File: src/rtl/mode_select_ctrl.sv
// Filter-mode selector: button edge detection, wrap-around pending mode, long-press
// return to default, and frame-aligned commit of the active mode.
module mode_select_ctrl #(
    parameter int NUM_MODES    = 6,
    parameter int MODE_W       = 3,
    parameter int DEFAULT_MODE = 0,
    parameter int LONG_PRESS   = 100_000_000,
    parameter int CNT_W        = 27
) (
    input  logic              i_clk,
    input  logic              i_rst_n,
    input  logic              i_btn_next,
    input  logic              i_btn_prev,
    input  logic              i_frame_start,
    output logic [MODE_W-1:0] o_mode,
    output logic              o_mode_pending,
    output logic              o_mode_changed,
    output logic              o_long_press
);

    localparam logic [MODE_W-1:0] MODE_DEF  = MODE_W'(DEFAULT_MODE);
    localparam logic [MODE_W-1:0] MODE_MAX  = MODE_W'(NUM_MODES - 1);
    localparam logic [CNT_W-1:0]  HOLD_LAST = CNT_W'(LONG_PRESS - 1);
    localparam logic [CNT_W-1:0]  HOLD_TOP  = CNT_W'(LONG_PRESS);

    typedef enum logic [1:0] {
        IDLE    = 2'd0,
        HOLD    = 2'd1,
        LATCHED = 2'd2
    } state_t;

    function automatic logic [MODE_W-1:0] step_up(input logic [MODE_W-1:0] m);
        return (m == MODE_MAX) ? '0 : m + MODE_W'(1);
    endfunction

    function automatic logic [MODE_W-1:0] step_down(input logic [MODE_W-1:0] m);
        return (m == '0) ? MODE_MAX : m - MODE_W'(1);
    endfunction

    state_t            state;
    logic [CNT_W-1:0]  cnt;
    logic              btn_next_q;
    logic              btn_prev_q;
    logic [MODE_W-1:0] pend_q;
    logic              rise_next;
    logic              rise_prev;
    logic              long_evt;

    assign rise_next = i_btn_next & ~btn_next_q;
    assign rise_prev = i_btn_prev & ~btn_prev_q;

    // The long press fires on the edge that brings the counter to LONG_PRESS.
    assign long_evt = (state == HOLD) && i_btn_next && (cnt == HOLD_LAST);

    assign o_mode_pending = (pend_q != o_mode);

    always_ff @(posedge i_clk or negedge i_rst_n) begin
        if (!i_rst_n) begin
            state        <= IDLE;
            cnt          <= '0;
            o_long_press <= 1'b0;
        end else begin
            o_long_press <= long_evt;
            case (state)
                IDLE: begin
                    if (rise_next) begin
                        state <= HOLD;
                        cnt   <= CNT_W'(1);
                    end
                end
                HOLD: begin
                    if (!i_btn_next) begin
                        state <= IDLE;
                        cnt   <= '0;
                    end else if (long_evt) begin
                        state <= LATCHED;
                        cnt   <= HOLD_TOP;
                    end else begin
                        cnt <= cnt + CNT_W'(1);
                    end
                end
                LATCHED: begin
                    if (!i_btn_next) begin
                        state <= IDLE;
                        cnt   <= '0;
                    end
                end
                default: begin
                    state <= IDLE;
                    cnt   <= '0;
                end
            endcase
        end
    end

    // Commit samples pend_q before this cycle's button update lands in it.
    always_ff @(posedge i_clk or negedge i_rst_n) begin
        if (!i_rst_n) begin
            btn_next_q     <= 1'b0;
            btn_prev_q     <= 1'b0;
            pend_q         <= MODE_DEF;
            o_mode         <= MODE_DEF;
            o_mode_changed <= 1'b0;
        end else begin
            btn_next_q <= i_btn_next;
            btn_prev_q <= i_btn_prev;

            if (long_evt) begin
                pend_q <= MODE_DEF;
            end else if (rise_next && !rise_prev) begin
                pend_q <= step_up(pend_q);
            end else if (rise_prev && !rise_next) begin
                pend_q <= step_down(pend_q);
            end

            if (i_frame_start && (pend_q != o_mode)) begin
                o_mode         <= pend_q;
                o_mode_changed <= 1'b1;
            end else begin
                o_mode_changed <= 1'b0;
            end
        end
    end

endmodule

File: config.mk
export PLATFORM = sky130hd
export DESIGN_NAME = mode_select_ctrl
export DESIGN_NICKNAME = d
export VERILOG_FILES = /design/src/rtl/mode_select_ctrl.sv
export SDC_FILE = /design/constraint.sdc
export NUM_CORES = 1
export LEC_CHECK = 0
export BUFFER_PORTS_ARGS = -buffer_cell sky130_fd_sc_hd__buf_2
export CORE_UTILIZATION = 24
export DETAILED_ROUTE_END_ITERATION = 8
export PLACE_DENSITY_LB_ADDON = 0.15
export SYNTH_ARGS = -nofsm -noshare
export SYNTH_HDL_FRONTEND = slang
export SYNTH_SLANG_ARGS = --single-unit
File: constraint.sdc
create_clock -name i_clk -period 5.07 [get_ports i_clk]
set_clock_uncertainty 0.05 [all_clocks]
set_input_delay 0.507 -clock i_clk [delete_from_list [all_inputs] [get_ports i_clk]]
set_output_delay 0.507 -clock i_clk [all_outputs]
set_load 0.1 [all_outputs]
; ---- After elaboration in Yosys (flattened, before gate mapping)
; Index checks and enable logic that the tools add are counted.
[totals]
reg_bits = 39
inputBits = 5
output_inout_bits = 6
elab_cells = 51
[op_classes]
add_sub_neg = 3
n_eq_ne = 8
mux = 16
bitwise = 4
n_reduce_logical = 12
[op_table]
columns = op, n
row1 = $mux 27, 4
row2 = $pmux 27 s3, 1
row3 = $add 27x1->27 const B, 1
row4 = $eq 27x27->1 const B, 1
row5 = $mux 3, 5
row6 = $mux 2, 4
row7 = $pmux 2 s3, 1
row8 = $logic_and 1x1->1, 5
row9 = $ne 2x2->1 const B, 2
row10 = $add 3x1->3 const B, 1
row11 = $eq 3x3->1 const B, 1
row12 = $logic_not 3->1, 1
row13 = $ne 3x3->1, 1
row14 = $ne 3x3->1 const B, 1
row15 = $reduce_and 3->1, 1
row16 = $reduce_bool 3->1, 1
row17 = $sub 3x1->3 const B, 1
row18 = $and 1x1->1, 2
row19 = $eq 2x1->1 const B, 1
row20 = $eq 2x2->1 const B, 1
row21 = $logic_not 1->1, 2
row22 = $logic_not 2->1, 1
row23 = $not 1->1, 2
row24 = $reduce_and 2->1, 1
row25 = $mux 1, 1

; ---- Logic depth before layout (Yosys ltp)
[logic_depth]
depth_word = 7
depth_mapped = 8
depth_no_buf = 6

; ---- Worst setup path before layout
; Ideal clock, no wire load.
[synth_timing]
path_kind = register to register
startpoint = register o_mode[0]
endpoint = register o_mode_changed
setup_time_ns = 0.127
arrival_time_ns = 2.377
required_ns = 4.893
path_slack_ns = 2.515
path_stages_with_launch = 4
n_path_buf = 0
period_less_slack_ns = 2.555
cell_sequence = dfrtp_1 -> xnor2_1 -> nand3_1 -> and2_1
[synth_between]
elab_chain_len = 3
[synth_rtl]
columns = element, line_no
row1 = from (decl), 15  ; output logic [MODE_W-1:0] o_mode,
row2 = from (signal assigned), 117  ; o_mode <= pend_q;
row3 = $ne 3x3->1, n/a
row4 = via o_mode_pending, 16  ; output logic o_mode_pending,
row5 = $logic_and 1x1->1, 116  ; if (i_frame_start && (pend_q != o_mode)) begin
row6 = $mux 1, 116
row7 = to (signal assigned), 103  ; o_mode_changed <= 1'b0;
row8 = to (signal assigned), 118  ; o_mode_changed <= 1'b1;
row9 = to (signal assigned), 120  ; o_mode_changed <= 1'b0;
row10 = to (decl), 17  ; output logic o_mode_changed,
; The timed path passes the listed nets, and every way through them passes these cells.
; A chain may end at the register's enable or synchronous reset.

; ---- Worst setup path in the final report
[layout_timing]
startpoint = register cnt[9]
endpoint = register cnt[19]
[layout_between]
elab_chain_len = 5
elab_cells_between_ends = 6
cone_classes = 1 x add/sub / 1 x eq/ne / 3 x mux / 1 x reduce/logical
[layout_rtl]
columns = element, line_no
row1 = from (decl), 41  ; logic [CNT_W-1:0] cnt;
row2 = from (signal assigned), 79  ; cnt <= cnt + CNT_W'(1);
row3 = branches (longest 2 deep; another with $add 27x1->27), n/a
row4 = $mux 27 (*), 75  ; end else if (long_evt) begin
row5 = $mux 27 (*), 72  ; if (!i_btn_next) begin
row6 = $pmux 27 s3 (*), 64  ; case (state)
; Every way passes the cells marked *.

==> metrics.md <==
| Metric | Value |
|---|---|
| Post-synthesis net count | 261 |
| RD Place Congestion | 0.704 |
| Post-layout min period | 2.58 ns |
| Insertion delay to the later sink of the worst-skew pair | 0.30 ns |
| Total grt overflow | 0 |
| CTS tree | built |
| Vias per inst | 5.16 |
| Peak fanout along the critical path | 19 |
| Layout cell share with drive strength beyond 1 | 0.115 |
| Initial Util | 0.247 |
| Status | completed |
| Share of the synthesized area in the top cell type | 0.430 |
| Slew @ Worst Pin | 0.994 ns |
| Clock root cell | clkbuf_8 |
| Number of buffers and inverters on the critical path | 0 |
| Hold Vio Cnt, Final | 0 |
| Synth area leader | dfrtp_1 |
| Slew Limit Fails | 0 |
| Initial antenna violation count | 0 |
| Compound-cell area share of the yosys netlist | 0.204 |
| Crit-path cells | or4b_4 > or4_1 > o21a_1 > a21o_1 > a22o_1 |
| Post-CTS Setup Inserts | 0 |
| Final setup viols | 0 |
| WL final | 5710 um |
| Number of synthesized flops with an enable pin | 0 |
| Die width | 99.3 um |
| Main combinational cell family by area after synthesis | simple AND/OR/NAND/NOR gates |
| Post-Synthesis Cell Area | 2270 sq um |
| Async SR Flop Fraction | 1.00 |
| Clock Sinks | 39 |
| Arr. time, crit path | 2.71 ns |
| Nature of the critical path startpoint | flip-flop |
| Chip height | 99.3 um |
| Area Overhead vs Synth | 12.4% |
| Yosys cell types | 42 |
| FILL cells | 989 |
| Mapped Cells | 254 |
| Worst setup EP type | flip-flop |
| Final Instance Area | 2550 sq um |
| Power per Cell Area | 376 nW/um^2 |
| Vias | 1913 |
| Post-Synth Simple-Gate Area | 0.260 |
| Placed inst area | 2420 sq um |
| Final worst path period share | 0.509 |
| Cell family with most CP delay | simple AND/OR/NAND/NOR gates |
| Cts bufs inserted | 5 |
| Reg clk slew, reported paths | 0.08 ns |
| H-tree Lvls | 2 |
| Largest stage delay on the critical path | 0.56 ns |
| Total track usage | 0.126 |
| Largest net degree at the start of global routing | 40 |
| MaxCap Viol Count | 0 |
| Vias in the first global route | 1782 |
| Nets | 266 |
| DP HPWL | 3880 um |
| Post-DR wirelength/cell | 15.4 um |
| Req. time, crit path | 5.20 ns |
| DRC viols | 0 |
| Fin Setup TNS | 0 ns |
| Core ar. | 9200 sq um |
| Static Leak | 1.01 nW |
| Sequential share of the synthesized area | 0.430 |
| VDD IR max | 0.206 mV |
| Worst rel slew slack | 0.335 |
| Slowest stage cell on the critical path | or4b_4 |
| Die Area | 9860 sq um |
| Fmax | 387 MHz |
| Post-CTS resize count | 0 |
| WS Path Type | flip-flop to flip-flop |
| Count of hold-fix buffers inserted at cts | 0 |
| Synth top area cells | dfrtp_1, o21ai_0, a31oi_1 |
| YS warnings | 0 |
| Avg Cell Area, Syn | 8.95 sq um |
| Hold WC Path Type | input pin to flip-flop |
| # port buffers | 10 |
| Post-synthesis xor/xnor area fraction | 0.0116 |
| Adder-Cell Fraction of Synth Area | 0.0110 |
| Post-synthesis mux area share | 0.0237 |
| Drt pass-1 iters | 4 |
| Unrepaired setup endpoints after global routing | false |
| Drt initial violations | 97 |
| # IOs | 11 |
| Yosys reg bits | 39 |
| First-pass GRT wire length | 9690 um |
| Row count | 35 |
| CTS Buffer Depth | 2 |
| Post-synth top flop | dfrtp_1 |
| Final ANT Viol Nets | 0 |
| Antenna cells | 0 |
layer usage:
layer  up-vias  GRT usage  wire [um]
met2        23      0.201       2630
met5         -          0          0
li1        964          -          -
met4         0     0.0339         42
met1       924      0.174       2910
met3         2     0.0232        128
synthesized netlist by cell type, drive strengths merged, types with 4 or more instances:
cell    number
and2         5
clkbuf      11
a22o         5
nor2        15
buf          6
a21oi       12
nor3         6
nand3       10
nand4        9
inv         13
o21ai       25
and3         5
a41oi        6
a31oi       13
nand2       12
nor4         6
nand2b       7
dfrtp       39
nor2b        4
and4         6
final timing paths:
| kind | depth (start not counted) | to | slack (ns) | startpoint |
|---|---|---|---|---|
| max | 5 | cnt[19] | 2.49 | cnt[9] |
| min | 1 | btn_prev_q | 0.29 | i_btn_prev |
| max reg2reg | 5 | cnt[19] | 2.49 | cnt[9] |
| min reg2reg | 1 | cnt[7] | 0.47 | cnt[7] |
| max in group asynchronous | 1 | cnt[14] | 4.10 | i_rst_n |
| min in group asynchronous | 1 | pend_q[1] | 0.30 | i_rst_n |
state kept, by name, indices dropped and copies added (netlist names):
register,flops
btn_next_q,1
o_long_press,1
o_mode,3
cnt,27
btn_prev_q,1
state,2
pend_q,3
o_mode_changed,1
stage by stage:
step	instances	util	setup WS, ns	total power, W	hold WS (ns)
after global routing	371	0.278	2.34	0.00101	0.275
after floorplan	254	-	2.52	0.000603	0.161
after detailed placement	363	0.263	2.49	0.000654	0.460
after CTS	371	0.278	2.48	0.000972	0.277
final	371	0.278	2.49	0.000959	0.286
after global placement	363	0.263	2.52	0.000654	0.456
cells in the final DEF (no fill, tap or decap), types with 3 or more instances in the layout:
master and n:
a21o_1 3, a21oi_1 12, a22o_1 5, a31oi_1 13, a41oi_1 6, and2_1 5, and3_1 5, and4_1 6
buf_2 10, buf_4 5, clkbuf_8 5, dfrtp_1 39, inv_1 13, mux2_2 3, nand2_1 12, nand2b_1 7
nand3_1 10, nand3b_1 3, nand4_1 9, nor2_1 15, nor2b_1 4, nor3_1 5, nor4_1 4, o211ai_1 3
o21ai_0 25, o31ai_1 3, or3_1 3, or4_1 3, xnor2_1 3
cell families (layout without fill, tap and decap cells):
| logic type | count (synthesis) | in the layout |
|---|---|---|
| and+or+nand+nor | 101 | 101 |
| xor gates and xnor gates | 3 | 3 |
| adders and majority gates | 2 | 2 |
| buffers and inverters | 30 | 36 |
| AOI/OAI and AO/OA | 74 | 74 |
| muxes | 5 | 5 |
| DFF | 39 | 39 |
layout make-up:
type                            count  area [sq um]  area share
Clock inverter                      2          60.1      0.0235
Multi-Input combinational cell    185          1170       0.458
Timing Repair Buffer               15          87.6      0.0343
Inverter                           13          48.8      0.0191
Tap cell                          111           139      0.0544
Sequential cell                    39           976       0.382
Clock buffer                        6          72.6      0.0284
where the power goes:
part	leakage (nW)	internal, W	switching (W)
Clock	0.0654	0.000197	0.000117
Sequential	0.521	0.000339	0.0000374
Combinational	0.421	0.0000675	0.000202
No activity file was read; power rests on OpenSTA's default activity.
